<file path="config.mk">
export PLATFORM = sky130hd
export DESIGN_NAME = mem_stage
export DESIGN_NICKNAME = d
export VERILOG_FILES = /design/src/rtl/mem_stage_pkg.sv /design/src/rtl/mem_stage_sram_wait_cnt.sv /design/src/rtl/mem_stage.sv
export SDC_FILE = /design/constraint.sdc
export NUM_CORES = 1
export LEC_CHECK = 0
export BUFFER_PORTS_ARGS = -buffer_cell sky130_fd_sc_hd__buf_2
export CAP_MARGIN = 0
export CORE_MARGIN = 2
export CORE_UTILIZATION = 42
export CTS_CLUSTER_DIAMETER = 80
export DETAILED_ROUTE_END_ITERATION = 16
export HOLD_SLACK_MARGIN = 0.05
export PLACE_DENSITY = 0.86
export SLEW_MARGIN = 20
export SYNTH_ARGS = -nofsm -noshare
export SYNTH_HDL_FRONTEND = slang
export SYNTH_SLANG_ARGS = --single-unit
</file>
<file path="constraint.sdc">
create_clock -name clk -period 7.25 [get_ports clk]
set_clock_uncertainty 0.2 [all_clocks]
set_input_delay 0.725 -clock clk [delete_from_list [all_inputs] [get_ports clk]]
set_output_delay 0.725 -clock clk [all_outputs]
set_load 0.005 [all_outputs]
</file>
<file path="src/rtl/mem_stage_pkg.sv">
// Shared types and defaults for the MEM stage: FSM states, wait-counter width, SRAM geometry.
// Optional one-entry read buffer in mem_stage is enabled by defining MEM_STAGE_RDBUF_EN.
package mem_stage_pkg;

    typedef enum logic [1:0] {
        ST_IDLE,
        ST_LO,
        ST_HI,
        ST_DONE
    } mem_state_t;

    localparam int WAIT_CNT_W    = 4;
    localparam int BASE_ADDR_DEF = 1024;
    localparam int SRAM_AW_DEF   = 18;
    localparam int SRAM_DW       = 16;

endpackage

</file>
<file path="src/rtl/mem_stage_sram_wait_cnt.sv">
// Loadable down-counter timing each half-word SRAM access; last is high when the count reaches zero.
// Latency: load takes effect next cycle. Backpressure: none, free-running once loaded.
// Stalls at zero until reloaded.
module sram_wait_cnt
    import mem_stage_pkg::*;
(
    input  logic                  clk,
    input  logic                  rst_n,
    input  logic                  load,
    input  logic [WAIT_CNT_W-1:0] load_val,
    output logic                  last
);

    logic [WAIT_CNT_W-1:0] cnt;

    always_ff @(posedge clk or negedge rst_n) begin
        if (!rst_n) begin
            cnt <= '0;
        end else if (load) begin
            cnt <= load_val;
        end else if (cnt != '0) begin
            cnt <= cnt - 1'b1;
        end
    end

    assign last = (cnt == '0);

endmodule

</file>
<file path="src/rtl/mem_stage.sv">
// MEM stage driving a 16-bit async SRAM as two half-word accesses per 32-bit word.
// Latency: IDLE + 2*WAIT_CYCLES bus cycles, result in DONE. Backpressure: ready=0 freezes upstream.
// Defining MEM_STAGE_RDBUF_EN adds a one-entry read buffer that answers repeat loads in IDLE.
module mem_stage
    import mem_stage_pkg::*;
#(
    parameter int BASE_ADDR   = BASE_ADDR_DEF,
    parameter int WAIT_CYCLES = 2,
    parameter int SRAM_AW     = SRAM_AW_DEF
) (
    input  logic               clk,
    input  logic               rst,
    input  logic               WB_EN_in,
    input  logic               MEM_R_EN_in,
    input  logic               MEM_W_EN_in,
    input  logic [3:0]         Dest_in,
    input  logic [31:0]        ALU_Res_in,
    input  logic [31:0]        Val_Rm_in,
    output logic               WB_EN_out,
    output logic               MEM_R_EN_out,
    output logic [3:0]         Dest_out,
    output logic [31:0]        ALU_Res_out,
    output logic [31:0]        MEM_Res,
    output logic               ready,
    output logic [SRAM_AW-1:0] SRAM_ADDR,
    output logic [SRAM_DW-1:0] SRAM_DQ_O,
    output logic               SRAM_DQ_OE,
    input  logic [SRAM_DW-1:0] SRAM_DQ_I,
    output logic               SRAM_WE_N
);

    mem_state_t         state, state_nxt;
    logic               req, is_store, hit, cnt_load, cnt_last, bus_act;
    logic [31:0]        offset, res_q, hit_dat;
    logic [SRAM_AW-2:0] word;
    logic               unused_addr_bits;

    assign req      = MEM_R_EN_in | MEM_W_EN_in;
    assign is_store = MEM_W_EN_in;
    assign offset   = ALU_Res_in - 32'(BASE_ADDR);
    assign word     = offset[SRAM_AW:2];
    assign unused_addr_bits = ^{offset[31:SRAM_AW+1], offset[1:0]};

    assign WB_EN_out    = WB_EN_in;
    assign MEM_R_EN_out = MEM_R_EN_in;
    assign Dest_out     = Dest_in;
    assign ALU_Res_out  = ALU_Res_in;

    sram_wait_cnt u_wait_cnt (
        .clk      (clk),
        .rst_n    (rst),
        .load     (cnt_load),
        .load_val (WAIT_CNT_W'(WAIT_CYCLES - 1)),
        .last     (cnt_last)
    );

    always_ff @(posedge clk or negedge rst) begin
        if (!rst) begin
            state <= ST_IDLE;
        end else begin
            state <= state_nxt;
        end
    end

    always_comb begin
        state_nxt = state;
        cnt_load  = 1'b0;
        case (state)
            ST_IDLE: if (req && !hit) begin
                state_nxt = ST_LO;
                cnt_load  = 1'b1;
            end
            ST_LO: if (cnt_last) begin
                state_nxt = ST_HI;
                cnt_load  = 1'b1;
            end
            ST_HI:   if (cnt_last) state_nxt = ST_DONE;
            ST_DONE: state_nxt = ST_IDLE;
            default: state_nxt = ST_IDLE;
        endcase
    end

    assign bus_act = (state == ST_LO) || (state == ST_HI);
    assign ready   = ~req | (state == ST_DONE) | hit;

    // Strobe released on the last cycle of each half so address/data stay valid past WE_N rising.
    assign SRAM_WE_N  = ~(is_store & bus_act & ~cnt_last);
    assign SRAM_DQ_OE = is_store & bus_act;
    assign SRAM_DQ_O  = (state == ST_HI) ? Val_Rm_in[31:16] : Val_Rm_in[15:0];

    always_comb begin
        SRAM_ADDR = '0;
        case (state)
            ST_LO:   SRAM_ADDR = {word, 1'b0};
            ST_HI:   SRAM_ADDR = {word, 1'b1};
            default: SRAM_ADDR = '0;
        endcase
    end

    always_ff @(posedge clk or negedge rst) begin
        if (!rst) begin
            res_q <= '0;
        end else if (hit) begin
            res_q <= hit_dat;
        end else if (!is_store && cnt_last && state == ST_LO) begin
            res_q[15:0] <= SRAM_DQ_I;
        end else if (!is_store && cnt_last && state == ST_HI) begin
            res_q[31:16] <= SRAM_DQ_I;
        end
    end

`ifdef MEM_STAGE_RDBUF_EN
    logic               buf_vld;
    logic [SRAM_AW-2:0] buf_word;
    logic [31:0]        buf_dat;

    assign hit     = MEM_R_EN_in & ~MEM_W_EN_in & (state == ST_IDLE) & buf_vld & (buf_word == word);
    assign hit_dat = buf_dat;
    assign MEM_Res = hit ? buf_dat : res_q;

    // In DONE res_q already holds the full loaded word, so it doubles as the fill data.
    always_ff @(posedge clk or negedge rst) begin
        if (!rst) begin
            buf_vld  <= 1'b0;
            buf_word <= '0;
            buf_dat  <= '0;
        end else if (state == ST_DONE) begin
            if (!is_store) begin
                buf_vld  <= 1'b1;
                buf_word <= word;
                buf_dat  <= res_q;
            end else if (buf_vld && buf_word == word) begin
                buf_dat <= Val_Rm_in;
            end
        end
    end
`else
    assign hit     = 1'b0;
    assign hit_dat = '0;
    assign MEM_Res = res_q;
`endif

`ifndef SYNTHESIS
    always @(posedge clk) begin
        if (rst) begin
            assert (!(MEM_R_EN_in && MEM_W_EN_in))
                else $error("mem_stage: load and store requested together, treated as store");
        end
    end
`endif

endmodule

</file>
# Word-level counts from Yosys, hierarchy flattened
# Index checks and enable logic that the tools add are counted.
# op_classes
magnitude_cmp	0
mul	0
n_mux	11
eq_ne	6
add_sub_neg	2
bitwise	8
div_mod_pow	0
n_shift	0
reduce_logical	11
# ops
cell	n
18-bit case mux with 2 select lines	1
19-bit by 11-bit subtractor with 19-bit output (second input constant)	1
16-bit two-way mux	1
4-bit two-way mux	2
2-bit case mux with 4 select lines	1
2-bit two-way mux	3
2-bit != test (second input constant)	3
2-bit equality test (second input constant)	2
4-bit logical NOT	1
1-bit inverter	4
4-bit nonzero test	1
4-bit by 1-bit subtractor with 4-bit output (second input constant)	1
1-bit logical AND	3
3-bit AND reduction	1
1-bit AND	2
2-bit by 1-bit equality test with 1-bit output (second input constant)	1
2-bit logical NOT	1
1-bit two-way mux	2
1-bit OR	2
1-bit case mux with 2 select lines	1
2-bit AND reduction	1
2-bit nonzero test	1
1-bit logical NOT	1
1-bit logical OR	1
# word_totals
mem_bits_ro	0
ramBits	0
in_bits	89
latchBits	0
n_memories	0
reg_bits	38
out_inout_bits	107
wordCells	42

# Logic depth before layout (Yosys ltp)
# Gate-level depths: netlist of run 1.
# depth
ltp_word	5
ltp_mapped	7
ltp_nobuf	5

# Modules after synthesis
# A second synthesis of run 1 with hierarchy kept.
# hier_totals
hier_cells	208
hier_area_um2	2336.0
# modules_own_cells
mod	area_per_inst_um2	n_inst	cells_per_inst	seq_area_each_um2
mem_stage	2102.0	1	186	850.8
sram_wait_cnt	234.0	1	22	100.1

# Least setup slack after synthesis of run 1
# OpenSTA, ideal clock, no wires.
# synth_timing
kind	input port to output port
start	input port ALU_Res_in[10]
end	output port SRAM_ADDR[17]
path_buffers	0
stages	5
slack_ps	4234
arrival_time_ps	2091
required_ps	6325
cell_sequence	inv_1 ha_1 or4b_2 or3_1 a21oi_1
# synth_between
elab_chain_len	2
# synth_lines
item	line_no	source
start: declaration	mem_stage.sv:17	input logic [31:0] ALU_Res_in,
19-bit by 11-bit subtractor with 19-bit output	mem_stage.sv:40	assign offset = ALU_Res_in - 32'(BASE_ADDR);
18-bit case mux with 2 select lines	mem_stage.sv:93	case (state)
end: declaration	mem_stage.sv:25	output logic [SRAM_AW-1:0] SRAM_ADDR,
# No other way between the ends.

# Final worst setup path of run 1
# Same ends and word-level chain as after synthesis.

==> results.py, run 1 <==
metrics = {
    "cts": {
        "cts_setup_buffers": 0,
        "clock_path_buffers": 2,
        "cts_sinks": 38,
        "post_cts_resized": 0,
        "cts-hold-fix-buffers": 0,
        "worstSkewPairLatency_ns": 0.28,
        "htree_levels": 2,
        "cts_buffers": 5,
        "cts_tree": "built",
        "cts_root_buffer": "clkbuf_8",
        "clkTransAtPathRegs_ns": 0.07,
    },
    "critical_path": {
        "setup.worst_path.end_class": "primary output",
        "arrival_ns": 2.40,
        "path_common_cell": "buf_2",
        "max_stage_delay_ns": 0.66,
        "cp-start-kind": "input port",
        "crit_path_max_fanout": 7,
        "crit_type": "in -> out",
        "path_cells": "buf_2 > inv_1 > ha_1 > or4b_2 > or3_1 > a21oi_1 > buf_2",
        "worstPathRequired_ns": 6.32,
        "critPathSlowestCell": "or4b_2",
    },
    "synth": {
        "synthSimpleGateAreaFrac": 0.103,
        "synth_flop_cell": "dfrtp_1",
        "yosysWarnings": 0,
        "ys_seq_area_frac": 0.400,
        "synthAdderAreaFrac": 0.0369,
        "synthArstFlopShare": 1.00,
        "synth-compound-area-share": 0.0500,
        "synth_cell_type_count": 34,
        "syn_nets": 304,
        "synth_area_leaders": "dfrtp_1 40%, mux2_2 18%, buf_4 12%",
        "syn_inst": 208,
        "synthXorXnorAreaFrac": 0.00737,
        "synth_top_family_by_area": "multiplexers",
        "synth.area.mux_share": 0.252,
        "synthesis.area_sq_um": 2380,
        "ys_ff_latch": 38,
        "synth_edf_count": 0,
        "yosysTopAreaCellShare": 0.400,
        "syn_area_per_cell_sq_um": 11.4,
        "synth_top_area_cell": "dfrtp_1",
    },
    "place": {
        "place_ws_ns": 3.92,
        "port_buffers": 155,
        "place_area_sq_um": 2910,
        "gp_congestion": 0.771,
        "post-dp-hpwl_microns": 4720,
        "placedCellCount": 391,
    },
    "floorplanning": {
        "placementRows": 27,
        "start_util": 0.434,
        "core_sq_um": 5470,
        "die_x_microns": 79.2,
        "die_area_sq_um": 6280,
        "io_pins": 196,
        "die_h_microns": 79.2,
    },
    "sta": {
        "finalSetupViolations": 0,
        "drv_slew": 0,
        "slew-limit-headroom": 0.393,
        "setup_tns_ns": 0,
        "min_period_over_period": 0.459,
        "min_period_ns": 3.33,
        "fmax_mhz": 300,
        "tightest_slew_ns": 0.911,
        "worst_slack_ns": 3.92,
        "rsz0062_at_grt": "no",
        "hold_viol_final": 0,
        "hold_ws_ns": 0.303,
    },
    "worst_hold_path": {
        "min_path_type": "reg -> reg",
    },
    "global_route": {
        "grt_overflow": 0,
        "grt_first_pass_wirelength_microns": 8980,
        "grt_pass1_vias": 1793,
        "grt_max_degree": 39,
        "grt_usage": 0.186,
        "antenna_found_initial": 0,
    },
    "routing": {
        "drc": 0,
        "drt_wl_total_microns": 5920,
        "via_per_inst": 4.79,
        "wire_per_inst_microns": 14.8,
        "dr.pass1.iters": 4,
        "ant_nets": 0,
        "via_count": 1911,
        "drt_iter0_markers": 49,
    },
    "layout": {
        "drive_gt1_frac": 0.654,
        "nets": 422,
        "final_util": 0.551,
        "diodes": 0,
        "layoutNonFillerInstCount": 399,
        "final_area_sq_um": 3020,
        "syn_to_final_growth_pct": 27.0,
        "fill_cells": 494,
    },
    "pwr": {
        "max-vdd-ir-drop_v": 0.000180,
        "power_density_nw_per_um2": 368,
        "p_leak_nw": 1.64,
        "power.total_mw": 1.11,
    },
    "job": {
        "drv_cap": 0,
    },
    "run_status": {
        "outcome": "complete, no violations",
    },
}
layout by cell type, fill, tap and decap left out, types with 2 or more instances in the layout:
cell and n:
buf_2 155, mux2_2 39, dfrtp_1 38, nor2_1 10, mux2_4 10, and2_1 9
inv_1 7, ha_1 7, a21oi_1 5, clkbuf_8 5, or3_1 4, o21ai_0 4
nor3_1 4, o31ai_1 3, or4_1 2, o21a_1 2, xnor2_1 2, nand2b_1 2
nand2_1 2, nand3b_1 2, clkbuf_1 2
registers in the layout, summed over array words and instances (netlist names):
signal,flops
MEM_Res,32
state,2
u_wait_cnt.cnt,4
power breakdown:
group          switching, mW  internal, mW
Combinational          0.253         0.320
Clock                 0.0684         0.103
Sequential            0.0546         0.312
cell families after synthesis:
group	count (synthesis)
compound gates	19
simple gates	41
flops	38
mux	50
xor+xnor	2
fa+ha+maj	7
buf+inv	51
Yosys cell counts, types with 3 or more instances:
cell and count:
a21oi_1 5, and2_1 9, buf_4 38, clkbuf_1 4, dfrtp_1 38, ha_1 7
inv_1 7, mux2_2 39, mux2_4 10, nor2_1 10, nor3_1 4, o21ai_0 4
o31ai_1 3, or3_1 4
critical path, delay by kind of cell:
kind,cells,cell delay (ns)
buffers and inverters,3,0.34
AND/OR/NAND/NOR,2,1.03
adder cells (fa/ha/maj),1,0.19
AO/OA/AOI/OAI,1,0.13
layer usage:
| layer | track usage | wire length (microns) | up-vias | share of wire |
|---|---|---|---|---|
| met4 | 0.0431 | 22 | 0 | 0.0037 |
| met3 | 0.0682 | 550 | 4 | 0.093 |
| li1 | - | - | 915 | - |
| met5 | 0 | 0 | - | 0 |
| met1 | 0.237 | 2560 | 882 | 0.43 |
| met2 | 0.300 | 2790 | 110 | 0.47 |
path summary, 6_finish.rpt:
kind                                      from       endpoint  slack, ns  cells past startpoint
min in group asynchronous                  rst    MEM_Res[22]       0.34                      1
worst max-delay path            ALU_Res_in[10]  SRAM_ADDR[17]       3.92                      7
worst min register to register     MEM_Res[28]    MEM_Res[28]       0.30                      1
worst max register to register        state[0]    MEM_Res[31]       4.54                      4
worst min-delay path               MEM_Res[28]    MEM_Res[28]       0.30                      1
max in group asynchronous                  rst       state[0]       5.98                      1
final cells by class:
cell class | instances | area (sq um) | area share
multi-input combinational | 119 | 1070 | 0.354
sequential | 38 | 951 | 0.315
timing repair buffer | 155 | 776 | 0.257
tap | 72 | 90.1 | 0.0299
clock buffer | 7 | 76.3 | 0.0253
clock inverter | 1 | 30.0 | 0.00995
inverter | 7 | 26.3 | 0.00871
Note: power is estimated with default switching activity, not from simulation.
==> run 2: changes to the inputs <==
CORE_UTILIZATION = 39   (was 42)
PLACE_DENSITY = 0.81   (was 0.86)
clock period = 3.4 ns   (was 7.25 ns; I/O delays follow)
==> results.py, run 2 (same netlist as run 1, synthesis figures left out) <==
metrics = {
    "pwr": {
        "switching_power_uw": 797,
        "power_density_nw_per_um2": 762,
        "combPwrFrac": 0.525,
        "p_clk_frac": 0.136,
        "p_leak_nw": 1.65,
        "p_int_mw": 1.52,
        "p_sw_frac": 0.345,
        "pwr-share-seq": 0.339,
        "max-vdd-ir-drop_v": 0.000324,
    },
    "floorplanning": {
        "die_area_sq_um": 6730,
        "core_sq_um": 5920,
        "start_util": 0.401,
        "io_pins": 196,
        "die_h_microns": 82.1,
        "placementRows": 28,
        "die_x_microns": 82.1,
    },
    "critical_path": {
        "path_buf_inv": 3,
        "crit_type": "in -> out",
        "worstPathRequired_ns": 2.86,
        "cp-start-kind": "input port",
        "path_common_cell": "buf_2",
        "path_cells": "buf_2 > inv_1 > ha_1 > or4b_2 > or3_1 > a21oi_1 > buf_2",
        "critPathSlowestCell": "or4b_2",
        "setup.worst_path.end_class": "primary output",
        "arrival_ns": 2.02,
        "cp_top_family": "simple AND/OR/NAND/NOR gates",
        "crit_path_max_fanout": 7,
        "max_stage_delay_ns": 0.66,
    },
    "routing": {
        "drc": 0,
        "ant_nets": 0,
        "dr.pass1.iters": 4,
        "wire_per_inst_microns": 13.3,
        "drt_wl_total_microns": 5370,
        "drt_iter0_markers": 47,
        "via_count": 1942,
        "via_per_inst": 4.80,
    },
    "layout": {
        "fill_cells": 539,
        "final_util": 0.512,
        "syn_to_final_growth_pct": 27.7,
        "final_area_sq_um": 3030,
        "layoutNonFillerInstCount": 405,
        "nets": 425,
        "diodes": 0,
        "final_cell_mix": "155 x buf_2, 39 x mux2_2, 38 x dfrtp_1",
        "final_common_cell": "buf_2",
        "drive_gt1_frac": 0.661,
        "largest_reg_flops": 32,
    },
    "cts": {
        "post_cts_resized": 0,
        "cts_tree": "built",
        "cts_buffers": 5,
        "cts_root_buffer": "clkbuf_8",
        "htree_levels": 2,
        "cts_sinks": 38,
        "worstSkewPairLatency_ns": 0.28,
        "clock_path_buffers": 2,
        "clkTransAtPathRegs_ns": 0.07,
    },
    "sta": {
        "fmax_mhz": 390,
        "min_period_over_period": 0.753,
        "tightest_slew_ns": 0.807,
        "hold_viol_final": 0,
        "min_period_ns": 2.56,
        "finalSetupViolations": 0,
        "slew-limit-headroom": 0.462,
        "drv_slew": 0,
        "rsz0062_at_grt": "no",
        "setup_tns_ns": 0,
    },
    "job": {
        "drv_cap": 0,
    },
    "place": {
        "placedCellCount": 396,
        "gp_congestion": 0.755,
        "place_area_sq_um": 2930,
        "port_buffers": 155,
        "post-dp-hpwl_microns": 4410,
    },
    "global_route": {
        "grt_overflow": 0,
        "grt_usage": 0.146,
        "grt_pass1_vias": 1669,
        "grt_max_degree": 39,
        "antenna_found_initial": 0,
        "grt_first_pass_wirelength_microns": 7650,
    },
    "run_status": {
        "outcome": "complete, no violations",
    },
    "worst_hold_path": {
        "min_path_type": "in -> reg",
    },
}
run 2: changes by cell type in the layout (fill, tap and decap cells not counted), sizes merged:
| cell | delta |
|---|---|
| clkinvlp | +1 |
| bufinv | -1 |
| clkinv | +1 |
| dlygate4sd3 | +1 |
| buf | +2 |
| clkbuf | -1 |
run 2: what timing repair did:
item / 4_1_cts / 5_1_grt
hold endpoints to repair: 38 / 0
hold buffers: 1 / 0
buffers inserted: 0 / 0
setup endpoints to repair: 0 / 0
run 2: worst paths after layout:
| path | from | cells past startpoint | to | slack (ns) |
|---|---|---|---|---|
| setup / recovery | ALU_Res_in[10] | 7 | SRAM_ADDR[17] | 0.84 |
| hold / removal | SRAM_DQ_I[11] | 2 | MEM_Res[11] | 0.1 |
| setup reg to reg | u_wait_cnt.cnt[0] | 5 | MEM_Res[24] | 0.96 |
| hold reg to reg | MEM_Res[11] | 1 | MEM_Res[11] | 0.31 |
| max in group asynchronous | rst | 2 | state[1] | 2.02 |
| min in group asynchronous | rst | 2 | MEM_Res[21] | 0.48 |
run 2: area by class of cell:
cell class                      count  area (sq um)  share of cell area
Sequential cell                    38           951               0.313
Tap cell                           75          93.8              0.0309
Clock inverter                      2          12.5             0.00412
Clock buffer                        6          82.6              0.0272
Inverter                            7          26.3             0.00866
Timing Repair Buffer              158           801               0.264
Multi-Input combinational cell    119          1070               0.352
run 2: power by group through the flow:
| stage | combinational, mW | sequential (mW) | clock [mW] |
|---|---|---|---|
| after CTS | 1.24 | 0.784 | 0.325 |
| after detailed placement | 1.24 | 0.792 | 0 |
| after floorplan | 0.731 | 0.795 | 0 |
| after global routing | 1.36 | 0.809 | 0.353 |
| after global placement | 1.20 | 0.780 | 0 |
| final | 1.22 | 0.784 | 0.314 |
run 2: metal layers:
layer | track usage | share of wire | wire length (microns) | up-vias
li1 | - | - | - | 925
met1 | 0.189 | 0.42 | 2240 | 917
met2 | 0.241 | 0.49 | 2660 | 94
met3 | 0.0396 | 0.077 | 413 | 6
met4 | 0.0367 | 0.010 | 55 | 0
met5 | 0 | 0 | 0 | -
run 2: per-stage QoR:
step	total power [mW]	worst slack (ns)	hold WS [ns]
6_report	2.31	0.839	0.0986
5_1_grt	2.52	0.749	0.0821
4_1_cts	2.35	0.823	0.0906
3_5_place_dp	2.03	0.835	0.284
3_3_place_gp	1.98	0.866	0.278
2_1_floorplan	1.53	0.994	-0.156
==> run 3: changes to the inputs <==
clock period = 2.7 ns   (was 3.4 ns; I/O delays follow)
==> results.py, run 3 (same netlist as run 1, synthesis figures left out) <==
metrics = {
    "layout": {
        "final_common_cell": "buf_2",
        "largest_reg_flops": 32,
        "diodes": 0,
        "nets": 439,
        "drive_gt1_frac": 0.632,
        "final_cell_mix": "155 x buf_2, 39 x mux2_2, 38 x dfrtp_1",
        "syn_to_final_growth_pct": 33.1,
    },
    "pwr": {
        "pwr-share-seq": 0.341,
        "switching_power_uw": 996,
        "p_int_mw": 1.92,
        "p_leak_nw": 1.70,
        "power.total_mw": 2.91,
        "max-vdd-ir-drop_v": 0.000474,
        "combPwrFrac": 0.533,
        "p_clk_frac": 0.126,
        "p_sw_frac": 0.342,
        "power_density_nw_per_um2": 921,
    },
    "routing": {
        "drc": 0,
        "drt_wl_total_microns": 5760,
        "dr.pass1.iters": 6,
        "via_count": 1956,
        "via_per_inst": 4.69,
        "drt_iter0_markers": 52,
        "ant_nets": 0,
        "wire_per_inst_microns": 13.8,
    },
    "floorplanning": {
        "core_sq_um": 5920,
        "die_x_microns": 82.1,
        "die_area_sq_um": 6730,
        "placementRows": 28,
        "die_h_microns": 82.1,
        "start_util": 0.401,
        "io_pins": 196,
    },
    "place": {
        "post-dp-hpwl_microns": 4560,
        "gp_congestion": 0.757,
        "port_buffers": 155,
        "place_ws_ns": 0.262,
    },
    "critical_path": {
        "setup.worst_path.end_class": "register",
        "cp-start-kind": "register",
        "arrival_ns": 2.40,
        "worstPathRequired_ns": 2.66,
        "crit_path_max_fanout": 16,
        "crit_type": "reg -> reg",
        "critPathSlowestCell": "or4b_4",
        "max_stage_delay_ns": 0.67,
        "path_cells": "inv_1 > ha_1 > or3b_4 > or4b_4 > mux2_4",
    },
    "run_status": {
        "outcome": "complete, no violations",
    },
    "global_route": {
        "antenna_found_initial": 0,
        "grt_first_pass_wirelength_microns": 8470,
        "grt_usage": 0.161,
        "grt_overflow": 0,
        "grt_pass1_vias": 1815,
        "grt_max_degree": 39,
    },
    "sta": {
        "finalSetupViolations": 0,
        "setup_tns_ns": 0,
        "min_period_over_period": 0.906,
        "slew-limit-headroom": 0.452,
        "tightest_slew_ns": 0.823,
        "fmax_mhz": 409,
        "worst_slack_ns": 0.254,
        "min_period_ns": 2.45,
        "rsz0062_at_grt": "no",
        "drv_slew": 0,
        "hold_viol_final": 0,
    },
    "cts": {
        "cts_root_buffer": "clkbuf_8",
        "cts_sinks": 38,
        "cts_setup_buffers": 0,
        "clock_path_buffers": 2,
        "worstSkewPairLatency_ns": 0.27,
        "cts_tree": "built",
        "cts_buffers": 5,
        "htree_levels": 2,
        "clkTransAtPathRegs_ns": 0.07,
    },
    "worst_hold_path": {
        "min_path_type": "in -> reg",
    },
    "job": {
        "drv_cap": 0,
    },
}
-- run 3: per-layer routing --
metal | track usage | wire [microns] | share of wire
met1 | 0.211 | 2450 | 0.42
met2 | 0.278 | 2910 | 0.51
met3 | 0.0264 | 356 | 0.062
met4 | 0.0367 | 46 | 0.0080
met5 | 0 | 0 | 0
-- run 3: what timing repair did --
item,CTS,global route
endpoints found under the hold margin,63,0
resized for setup,0,0
hold buffers,15,0
-- run 3: cell type report --
type                       count  area (sq um)
fill                         515          2760
multi-input combinational    119          1070
sequential                    38           951
timing repair buffer         172           941
tap                           75          93.8
clock buffer                   6          82.6
inverter                       7          26.3
-- run 3: worst paths after layout --
| check | to | depth (start not counted) | start | slack (ns) |
|---|---|---|---|---|
| max in group asynchronous | MEM_Res[14] | 2 | rst | 1.35 |
| worst min-delay path | MEM_Res[25] | 2 | SRAM_DQ_I[9] | 0.06 |
| min in group asynchronous | MEM_Res[5] | 2 | rst | 0.43 |
| worst max register to register | MEM_Res[22] | 5 | u_wait_cnt.cnt[0] | 0.25 |
| worst min register to register | MEM_Res[8] | 1 | MEM_Res[8] | 0.30 |
| worst max-delay path | MEM_Res[22] | 5 | u_wait_cnt.cnt[0] | 0.25 |
-- run 3: power by group through the flow --
stage	clock, mW	combinational (mW)	sequential, mW
after floorplan	0	0.921	1.00
after global placement	0	1.51	0.986
after detailed placement	0	1.55	1.00
after CTS	0.383	1.57	0.994
after global routing	0.412	1.73	1.03
final	0.367	1.55	0.993
-- run 3: per-stage QoR --
step / instances / area, sq um / hold slack (ns) / utilization
after global placement: 396 / 2930 / 0.198 / 0.495
after global routing: 417 / 3160 / 0.0501 / 0.534
final: 417 / 3160 / 0.0603 / 0.534
after floorplan: 208 / 2380 / -0.226 / -
after detailed placement: 396 / 2930 / 0.217 / 0.495
after CTS: 417 / 3160 / 0.0541 / 0.534
-- run 3: critical path: cells and delay by family (launching register included) --
kind / cells / cell delay, ns
fa+ha+maj: 1 / 0.20
buf+inv: 1 / 0.08
flops: 1 / 0.39
mux: 1 / 0.35
simple gates: 2 / 1.10
